[src/rtl/min_pkg.sv]
// Shared types and the single "minimum" definition used by every min compare path.
package min_pkg;

    localparam int unsigned DATA_W_DFLT = 8;
    localparam int unsigned MIN_MAX_W   = 64;

    typedef enum logic [1:0] {
        ST_IDLE  = 2'd0,
        ST_ACCUM = 2'd1,
        ST_HOLD  = 2'd2
    } state_e;

    // Unsigned minimum; strict less-than so equal operands return a.
    function automatic logic [MIN_MAX_W-1:0] min_val(input logic [MIN_MAX_W-1:0] a,
                                                     input logic [MIN_MAX_W-1:0] b);
        return (b < a) ? b : a;
    endfunction

endpackage

[src/rtl/min2_sel.sv]
// Two-input unsigned minimum with index; ties select a.
module min2_sel
    import min_pkg::*;
#(
    parameter int unsigned DATA_W = DATA_W_DFLT,
    parameter int unsigned IDX_W  = 3
) (
    input  logic [DATA_W-1:0] a,
    input  logic [DATA_W-1:0] b,
    input  logic [IDX_W-1:0]  a_idx,
    input  logic [IDX_W-1:0]  b_idx,
    output logic [DATA_W-1:0] min_c,
    output logic [IDX_W-1:0]  idx_c
);

    logic [MIN_MAX_W-1:0] min_wide;

    // b only wins when the shared minimum differs from a, i.e. b is strictly smaller.
    always_comb begin
        min_wide = min_val(MIN_MAX_W'(a), MIN_MAX_W'(b));
        min_c    = DATA_W'(min_wide);
        idx_c    = (min_c != a) ? b_idx : a_idx;
    end

endmodule

[src/rtl/frame_min_reducer.sv]
// Groups a valid/ready sample stream into fixed-length frames and emits each
// frame's minimum and the index of its first occurrence.
module frame_min_reducer
    import min_pkg::*;
#(
    parameter int unsigned DATA_W    = DATA_W_DFLT,
    parameter int unsigned FRAME_LEN = 8,
    parameter int unsigned IDX_W     = $clog2(FRAME_LEN)
) (
    input  logic              clk,
    input  logic              rst_n,
    input  logic              clr,
    input  logic              in_valid,
    output logic              in_ready,
    input  logic [DATA_W-1:0] in_data,
    output logic              out_valid,
    input  logic              out_ready,
    output logic [DATA_W-1:0] out_min,
    output logic [IDX_W-1:0]  out_idx,
    output logic              busy
);

    localparam logic [IDX_W-1:0] LAST_IDX = IDX_W'(FRAME_LEN - 1);

    state_e              state_q, state_d;
    logic [IDX_W-1:0]    cnt_q, cnt_d;
    logic [DATA_W-1:0]   acc_min_q, acc_min_d;
    logic [IDX_W-1:0]    acc_idx_q, acc_idx_d;
    logic                out_valid_q, out_valid_d;
    logic [DATA_W-1:0]   out_min_q, out_min_d;
    logic [IDX_W-1:0]    out_idx_q, out_idx_d;
    logic [DATA_W-1:0]   cmp_min_c;
    logic [IDX_W-1:0]    cmp_idx_c;
    logic                accept_c;

    min2_sel #(
        .DATA_W (DATA_W),
        .IDX_W  (IDX_W)
    ) u_min2_sel (
        .a     (acc_min_q),
        .b     (in_data),
        .a_idx (acc_idx_q),
        .b_idx (cnt_q),
        .min_c (cmp_min_c),
        .idx_c (cmp_idx_c)
    );

    // in_ready is a pure state decode, so a held result always blocks input.
    assign in_ready  = (state_q != ST_HOLD);
    assign busy      = (state_q == ST_ACCUM);
    assign accept_c  = in_valid && in_ready && !clr;
    assign out_valid = out_valid_q;
    assign out_min   = out_min_q;
    assign out_idx   = out_idx_q;

    always_ff @(posedge clk or negedge rst_n) begin
        if (!rst_n) begin
            state_q     <= ST_IDLE;
            cnt_q       <= '0;
            acc_min_q   <= '0;
            acc_idx_q   <= '0;
            out_valid_q <= 1'b0;
            out_min_q   <= '0;
            out_idx_q   <= '0;
        end else begin
            state_q     <= state_d;
            cnt_q       <= cnt_d;
            acc_min_q   <= acc_min_d;
            acc_idx_q   <= acc_idx_d;
            out_valid_q <= out_valid_d;
            out_min_q   <= out_min_d;
            out_idx_q   <= out_idx_d;
        end
    end

    always_comb begin
        state_d = state_q;
        case (state_q)
            ST_IDLE: begin
                if (accept_c) state_d = ST_ACCUM;
            end
            ST_ACCUM: begin
                if (clr)                                   state_d = ST_IDLE;
                else if (accept_c && (cnt_q == LAST_IDX))  state_d = ST_HOLD;
            end
            ST_HOLD: begin
                if (out_ready) state_d = ST_IDLE;
            end
            default: state_d = ST_IDLE;
        endcase
    end

    always_comb begin
        cnt_d       = cnt_q;
        acc_min_d   = acc_min_q;
        acc_idx_d   = acc_idx_q;
        out_valid_d = out_valid_q;
        out_min_d   = out_min_q;
        out_idx_d   = out_idx_q;
        case (state_q)
            ST_IDLE, ST_ACCUM: begin
                if (clr) begin
                    cnt_d     = '0;
                    acc_min_d = '0;
                    acc_idx_d = '0;
                end else if (accept_c && (state_q == ST_IDLE)) begin
                    cnt_d     = IDX_W'(1);
                    acc_min_d = in_data;
                    acc_idx_d = '0;
                end else if (accept_c && (cnt_q == LAST_IDX)) begin
                    // Closing sample: publish result and clear the accumulator.
                    out_valid_d = 1'b1;
                    out_min_d   = cmp_min_c;
                    out_idx_d   = cmp_idx_c;
                    cnt_d       = '0;
                    acc_min_d   = '0;
                    acc_idx_d   = '0;
                end else if (accept_c) begin
                    cnt_d     = cnt_q + IDX_W'(1);
                    acc_min_d = cmp_min_c;
                    acc_idx_d = cmp_idx_c;
                end
            end
            ST_HOLD: begin
                if (out_ready) out_valid_d = 1'b0;
            end
            default: begin
                out_valid_d = 1'b0;
            end
        endcase
    end

endmodule

[config.mk]
export PLATFORM = sky130hd
export DESIGN_NAME = frame_min_reducer
export DESIGN_NICKNAME = d
export VERILOG_FILES = /design/src/rtl/min_pkg.sv /design/src/rtl/min2_sel.sv /design/src/rtl/frame_min_reducer.sv
export SDC_FILE = /design/constraint.sdc
export NUM_CORES = 1
export LEC_CHECK = 0
export BUFFER_PORTS_ARGS = -buffer_cell sky130_fd_sc_hd__buf_2
export CAP_MARGIN = 0
export CORE_ASPECT_RATIO = 1.2
export CORE_MARGIN = 1
export CORE_UTILIZATION = 34
export DETAILED_ROUTE_END_ITERATION = 8
export HOLD_SLACK_MARGIN = 0.12
export SLEW_MARGIN = 20
export SYNTH_ARGS = -nofsm -noshare
export SYNTH_HDL_FRONTEND = slang
export SYNTH_SLANG_ARGS = --single-unit
[constraint.sdc]
create_clock -name clk -period 3.1 [get_ports clk]
set_input_delay 0.93 -clock clk [delete_from_list [all_inputs] [get_ports clk]]
set_output_delay 0.93 -clock clk [all_outputs]
set_load 0.05 [all_outputs]
After elaboration in Yosys (flattened, before gate mapping)
Index checks and enable logic that the tools add are counted.
- register bits after elaboration: 28
- output and inout bits: 14
- logic and storage cells: 58
- add/sub/neg operators: 1
- order comparisons: 1
- equality and inequality tests: 11
- mux-type cells: 24
- bitwise operators: 2
- reduce and logical (&&, ||, !) cells: 12
- operators with widths (kind ; number):
    8-bit 2-to-1 mux ; 5
    3-bit 2-to-1 mux ; 9
    2-bit != test, second input constant ; 6
    8-bit < comparator ; 1
    2-bit 2-to-1 mux ; 4
    8-bit != test ; 1
    4-bit AND reduction ; 2
    2-bit case mux with 3 select lines ; 1
    1-bit logical AND ; 4
    1-bit 2-to-1 mux ; 4
    4-bit nonzero test ; 1
    3-bit by 1-bit adder with 3-bit output, second input constant ; 1
    3-bit == test, second input constant ; 1
    3-bit by 2-bit != test with 1-bit output, second input constant ; 1
    3-bit AND reduction ; 1
    2-bit by 1-bit == test with 1-bit output, second input constant ; 1
    2-bit == test, second input constant ; 1
    2-bit zero test ; 1
    1-bit inverter ; 2
    1-bit case mux with 2 select lines ; 1
    2-bit AND reduction ; 1
    2-bit OR reduction ; 1
    1-bit zero test ; 1

Logic depth before layout (Yosys ltp)
Gate-level depths: netlist (run 1).
- depth after elaboration: 8
- mapped depth: 8
- depth with buffers taken out: 7

Cells and area by module
Synthesis (run 1) repeated with hierarchy kept, for this count alone.
- cell total of the unflattened synthesis: 139
- area, all modules: 1684.1 sq um
- by module, submodules not included (module ; times used ; cells an instance ; area an instance (sq um) ; sequential area each (sq um)):
    frame_min_reducer ; 1 ; 94 ; 1233.7 ; 700.7
    min2_sel ; 1 ; 45 ; 450.4 ; 0.0

Least setup slack after synthesis (run 1)
No wires, ideal clock.
- kind: in2reg
- start: input in_data[6]
- end: register acc_idx_q[1]
- arrival time: 2416 ps
- required time: 3031 ps
- slack: 615 ps
- stages: 5
- cells stage by stage: ha_1 a21o_1 a221o_1 or4_1 nand3_1
- word-level cells in the longest chain between the ends: 8
- ends and longest elaborated chain (element ; line ; RTL):
    start: declaration ; frame_min_reducer.sv:15 ; input logic [DATA_W-1:0] in_data,
    8-bit < comparator ; min_pkg.sv:16 ; return (b < a) ? b : a;
    8-bit 2-to-1 mux * ; min_pkg.sv:16 ;
    8-bit != test * ; min2_sel.sv:22 ; idx_c = (min_c != a) ? b_idx : a_idx;
    3-bit 2-to-1 mux * ; min2_sel.sv:22 ;
    3-bit 2-to-1 mux * ; frame_min_reducer.sv:118 ; end else if (accept_c) begin
    3-bit 2-to-1 mux * ; frame_min_reducer.sv:110 ; end else if (accept_c && (cnt_q == LAST_IDX)) begin
    3-bit 2-to-1 mux * ; frame_min_reducer.sv:106 ; end else if (accept_c && (state_q == ST_IDLE)) begin
    3-bit 2-to-1 mux * ; frame_min_reducer.sv:102 ; if (clr) begin
    end signal: assignment ; frame_min_reducer.sv:69 ; acc_idx_q <= acc_idx_d;
    end: declaration ; frame_min_reducer.sv:28 ; logic [IDX_W-1:0] acc_idx_q, acc_idx_d;
Every way passes the cells marked *; elsewhere a longest branch is shown, timed or not. The select of a mux whose other input is x is not followed.
A chain may end at the register's enable or synchronous reset.

Final worst setup path (run 1)
Ends and elaborated chain as after synthesis.

==> results of run 1 <==
==> area by class of cell <==
type	count	area (um^2)
fill	492	2899
sequential	28	700.7
tap	60	75.07
multi-input combinational	127	974.7
clock buffer	4	55.05
timing repair buffer	36	205.2
inverter	8	30.03
==> logic make-up (layout without fill, tap and decap cells) <==
| kind of cell | Yosys count | after routing |
|---|---|---|
| DFF | 28 | 28 |
| adders and majority gates | 9 | 9 |
| and+or+nand+nor | 36 | 36 |
| xor gates and xnor gates | 8 | 8 |
| AOI/OAI and AO/OA | 74 | 74 |
| buffers and inverters | 18 | 48 |
==> stage by stage <==
step                      setup slack, ns  cell area, um^2  utilization, %
final                              0.6057             2041           41.31
after global routing               0.5262             2041           41.31
after CTS                          0.6187             2041           41.31
after detailed placement           0.3211             1986           40.20
after global placement             0.3801             1986           40.20
after floorplan                    0.6152             1757               -
==> metal layers <==
layer / vias to the layer above / routed length [um]
met5: - / 0
met4: 0 / 70
met3: 5 / 113
met2: 23 / 1997
met1: 696 / 2001
li1: 725 / -
==> state kept, by name (all words and copies together) (netlist names) <==
register   cells
acc_idx_q      3
acc_min_q      8
cnt_q          3
out_idx        3
out_min        8
out_valid      1
state_q        2
==> synthesized netlist by cell type (2+ instances only) <==
library cell	instances	area, um^2
dfrtp_1	28	700.7
o211ai_1	14	105.1
a31oi_1	13	81.33
nor2_1	12	45.04
a22o_1	11	96.34
o21ai_0	10	50.05
ha_1	9	112.6
inv_1	8	30.03
xor2_1	8	70.07
clkbuf_1	6	22.52
nand3_1	5	25.02
and2_1	3	18.77
o31ai_1	3	22.52
a2111oi_4	2	55.05
a21o_1	2	15.01
and3_1	2	12.51
buf_2	2	10.01
nand2_1	2	7.510
nor4_1	2	12.51
o2111ai_1	2	17.52
o21a_1	2	15.01
o21ai_1	2	10.01
==> critical path, cell delays in order <==
cell     delay, ns
buf_2         0.13
ha_1          0.33
a21o_1        0.24
a221o_1       0.47
or4_1         0.53
nand3_1       0.08
==> report_power, final <==
part	total, mW	leakage [nW]	internal (mW)	switching (mW)
clock	0.224	0.0288	0.114	0.110
sequential	0.389	0.384	0.375	0.0144
combinational	0.181	0.524	0.0695	0.112
total	0.794	0.937	0.558	0.236
==> worst paths after layout <==
kind                       slack [ns]           end  depth (start not counted)
max                              0.61  acc_idx_q[1]                          6
min                              0.51     out_valid                          1
max reg2reg                      0.94  acc_idx_q[1]                          6
min reg2reg                      0.51     out_valid                          1
max in group asynchronous        2.03  acc_min_q[7]                          1
min in group asynchronous        0.66    out_idx[2]                          1
==> results.yml, run 1 <==
clock_tree:
  cts_tree: "yes"
  insertion_delay_ns: 0.27
  clk_pin_slew_ns: 0.09
  root_buffer: "clkbuf_8"
  post-cts-setup-buffer-count: 0
  cts.repair.resized: 0
  hold_buffers: 0
  clk_path_buf_depth: 2
  cts_sinks: 28
  cts_max_level: 1
  cts_buffers: 3
setup_path:
  setup.worst_path.end_class: "flop"
  critPathMaxFanout: 8
  cp_data_arrival_time_ns: 2.71
  critPathLaunch: "in_data[6]"
  worstSetupPathType: "input port to flop"
  critPathLaunchType: "input port"
  reg2reg_from: "acc_min_q[6]"
  cp_data_required_time_ns: 3.31
global_routing:
  antenna_found_initial: 0
  use_met3_pct: 1.264
  globalRouteOverflowTotal: 0
  grt_max_degree: 29
  busiest_layer: "met2"
  grt_pass1_vias: 1356
  grtUsageMet1_pct: 22.15
  grtUsageTotal_pct: 15.96
  grt_util_met2_pct: 25.35
  grt_pass1_wl_mm: 6.541
floorplan:
  start_util_pct: 35.56
  num_rows: 28
  die_x_um: 67.62
  die-area_um2: 5459
  coreArea_um2: 4940
  die_h_um: 80.74
  pin_count: 27
logic_synthesis:
  synthFlopType: "dfrtp_1"
  yosysSeqAreaShare_pct: 39.89
  ys_seq_elements: 28
  synth_compound_area_share_pct: 33.62
  async_reset_ff_share_pct: 100.0
  synth_fa_ha_area_share_pct: 6.410
  syn_avg_cell_area_um2: 10.15
  yosys_warnings: 0
  synth_edf_count: 0
  ys_types: 47
  synth-xor-area-share_pct: 3.989
  synthCells: 173
  syn-cell-area_um2: 1757
  synth-simple-area-share_pct: 11.47
  synth_top_family_by_area: "compound AO/OA/AOI/OAI gates"
  synthMuxAreaShare_pct: 0
  syn-num-nets: 195
finish:
  antenna_cells: 0
  syn2layout_area_growth_pct: 16.17
  fin_nets: 226
  drive_gt1_share_pct: 24.63
  final_cells: 263
  final_cell_mix: "dfrtp_1, buf_2, o211ai_1, a31oi_1, nor2_1"
  final_common_cell: "dfrtp_1"
job:
  drv_cap: 0
timing:
  rsz0062_at_grt: "false"
  hold_viol: 0
  drv_slew: 0
  min_period_over_period_pct: 80.46
  fin_crit_ns: 2.494
  fin_tns_setup_ns: 0
  max_slew_margin_pct: 58.39
  whs_ns: 0.5147
  worstMarginPinSlew_ns: 0.6242
  finClkSkew_ns: 0.004057
  setup-violations-final: 0
  fmax_mhz: 400.9
power_and_ir_drop:
  power.total_uw: 793.9
  power-per-cell-area_nw_per_um2: 389.1
  vdd_drop_max_mv: 0.1562
  power_leakage_nw: 0.9365
place:
  portBuffers: 26
  dp_cells: 259
  place_congestion: 0.8120
  dpl.hpwl_mm: 3.132
drt:
  postRouteAntennaNets: 0
  drc: 0
  viasPerCell: 5.510
  via_count: 1449
  finalWirelength_mm: 4.183
  wl_per_cell_um: 15.90
  first_iter_violations: 54
  firstDrtPassIters: 4
worst_hold_path:
  hold_start: "out_valid"
  hold_class: "flop to flop"
status:
  status: "finished clean"
No activity file was read; power rests on OpenSTA's default activity.
==> inputs of run 2 (changes only) <==
==> constraint.sdc (replaced) <==
create_clock -name clk -period 2.1 [get_ports clk]
set_input_delay 0.63 -clock clk [delete_from_list [all_inputs] [get_ports clk]]
set_output_delay 0.63 -clock clk [all_outputs]
set_load 0.05 [all_outputs]
==> results.yml, run 2 (same netlist as run 1, synthesis figures left out) <==
place:
  place_congestion: 0.8245
  dp_cells: 290
  placed_area_um2: 2256
  dpl.hpwl_mm: 3.333
  portBuffers: 26
finish:
  drive_gt1_share_pct: 36.05
  final_cells: 293
  fin_area_um2: 2322
  antenna_cells: 0
  syn2layout_area_growth_pct: 32.19
  utilization_pct: 47.01
  fin_nets: 257
  final_cell_mix: "buf_4, dfrtp_1, buf_2, o211ai_1, a31oi_1"
  fillers: 473
  final_common_cell: "buf_4"
clock_tree:
  cts_tree: "yes"
  clk_pin_slew_ns: 0.10
  insertion_delay_ns: 0.28
  cts_buffers: 3
  clk_path_buf_depth: 2
  post-cts-setup-buffer-count: 0
  root_buffer: "clkbuf_8"
  cts_max_level: 1
  cts_sinks: 28
status:
  status: "finished clean"
setup_path:
  critPathLaunchType: "input port"
  critPathMaxFanout: 15
  path_delay_family: "simple AND/OR/NAND/NOR gates"
  cp_data_required_time_ns: 2.31
  r2r_end: "acc_idx_q[1]"
  setup.worst_path.end_class: "flop"
  slowest_delay_ns: 0.55
  regToRegSetupSlack_ns: 0.06
  crit_chain: "buf_4, ha_4, buf_6, a2111oi_4, nor3_4, or4_1, nand3_1"
  worstSetupPathType: "input port to flop"
  r2r_cells: 7
  critPathLaunch: "in_data[1]"
  cp.buffers_inverters: 2
  reg2reg_from: "acc_min_q[1]"
  cp_data_arrival_time_ns: 2.25
  slowest_stage: "or4_1"
timing:
  max_slew_margin_pct: 55.52
  worstMarginPinSlew_ns: 0.6671
  fmax_mhz: 489.7
  drv_slew: 0
  min_period_over_period_pct: 97.23
  whs_ns: 0.3750
  setup-violations-final: 0
  fin_crit_ns: 2.042
  rsz0062_at_grt: "true"
  finClkSkew_ns: 0.01203
  hold_viol: 0
  fin_tns_setup_ns: 0
floorplan:
  num_rows: 28
  die_x_um: 67.62
  die-area_um2: 5459
  pin_count: 27
  die_h_um: 80.74
  coreArea_um2: 4940
  start_util_pct: 35.56
drt:
  via_count: 1596
  wl_per_cell_um: 15.05
  first_iter_violations: 169
  postRouteAntennaNets: 0
  finalWirelength_mm: 4.411
  drc: 0
  firstDrtPassIters: 4
  viasPerCell: 5.447
global_routing:
  grt_pass1_wl_mm: 7.265
  grt_pass1_vias: 1489
  globalRouteOverflowTotal: 0
  grt_max_degree: 29
  antenna_found_initial: 0
  grtUsageTotal_pct: 17.87
power_and_ir_drop:
  power-per-cell-area_nw_per_um2: 529.0
  power_leakage_nw: 1.096
  vdd_drop_max_mv: 0.3135
worst_hold_path:
  hold_class: "input port to async pin"
job:
  drv_cap: 0
run 2: cell types whose count changed in the layout (fill, tap and decap cells not counted), sizes merged:
cell	previous run	this run
clkbuf	4	3
buf	36	67
run 2: metal layers:
layer	GRT usage [%]	share of wire, %	vias to the layer above
met1	25.09	49	760
li1	-	-	790
met4	6.596	1.5	0
met3	1.264	2.7	4
met2	28.22	47	42
met5	0	0	-
run 2: final cells by class:
class                   instances  area, um^2  area share, %
flip-flops and latches         28       700.7          30.17
repair buffers                 67       473.0          20.37
multi-input cells             127        1002          43.16
inverters                       8       30.03          1.293
well taps                      60       75.07          3.233
clock buffers                   3       41.29          1.778
run 2: worst reg2reg max path: stages (launching register included):
cell,delay [ns]
dfrtp_1,0.41
inv_2,0.07
ha_4,0.20
buf_6,0.11
a2111oi_4,0.38
nor3_4,0.17
or4_1,0.55
nand3_1,0.08
run 2: through the flow:
step	power, mW	setup slack [ns]
after floorplan	0.7626	-0.01307
after global placement	0.9246	-0.2788
after detailed placement	0.9260	-0.3725
after CTS	1.237	0.01194
after global routing	1.292	-0.01428
final	1.228	0.05813
run 2: worst max-delay path by stage:
stage | to | slack [ns] | depth (start not counted)
2_1_floorplan | acc_min_q[0] | -0.01 | 5
3_3_place_gp | out_min[0] | -0.28 | 7
3_5_place_dp | out_min[4] | -0.37 | 7
4_1_cts | acc_min_q[0] | 0.01 | 6
5_1_grt | acc_idx_q[1] | -0.01 | 7
6_report | acc_idx_q[1] | 0.06 | 7
run 2: report_power, final:
part / switching [mW] / internal [mW]
Sequential: 0.0125 / 0.553
Clock: 0.172 / 0.129
Combinational: 0.193 / 0.169
Total: 0.377 / 0.852
run 2: repair_timing:
action / in CTS / in global routing
resized for setup: 3 / 9
gates cloned: 0 / 0
pin swaps: 0 / 1
hold endpoints to repair: 0 / 0
endpoints found under the setup margin: 12 / 14
hold buffers: 0 / 0
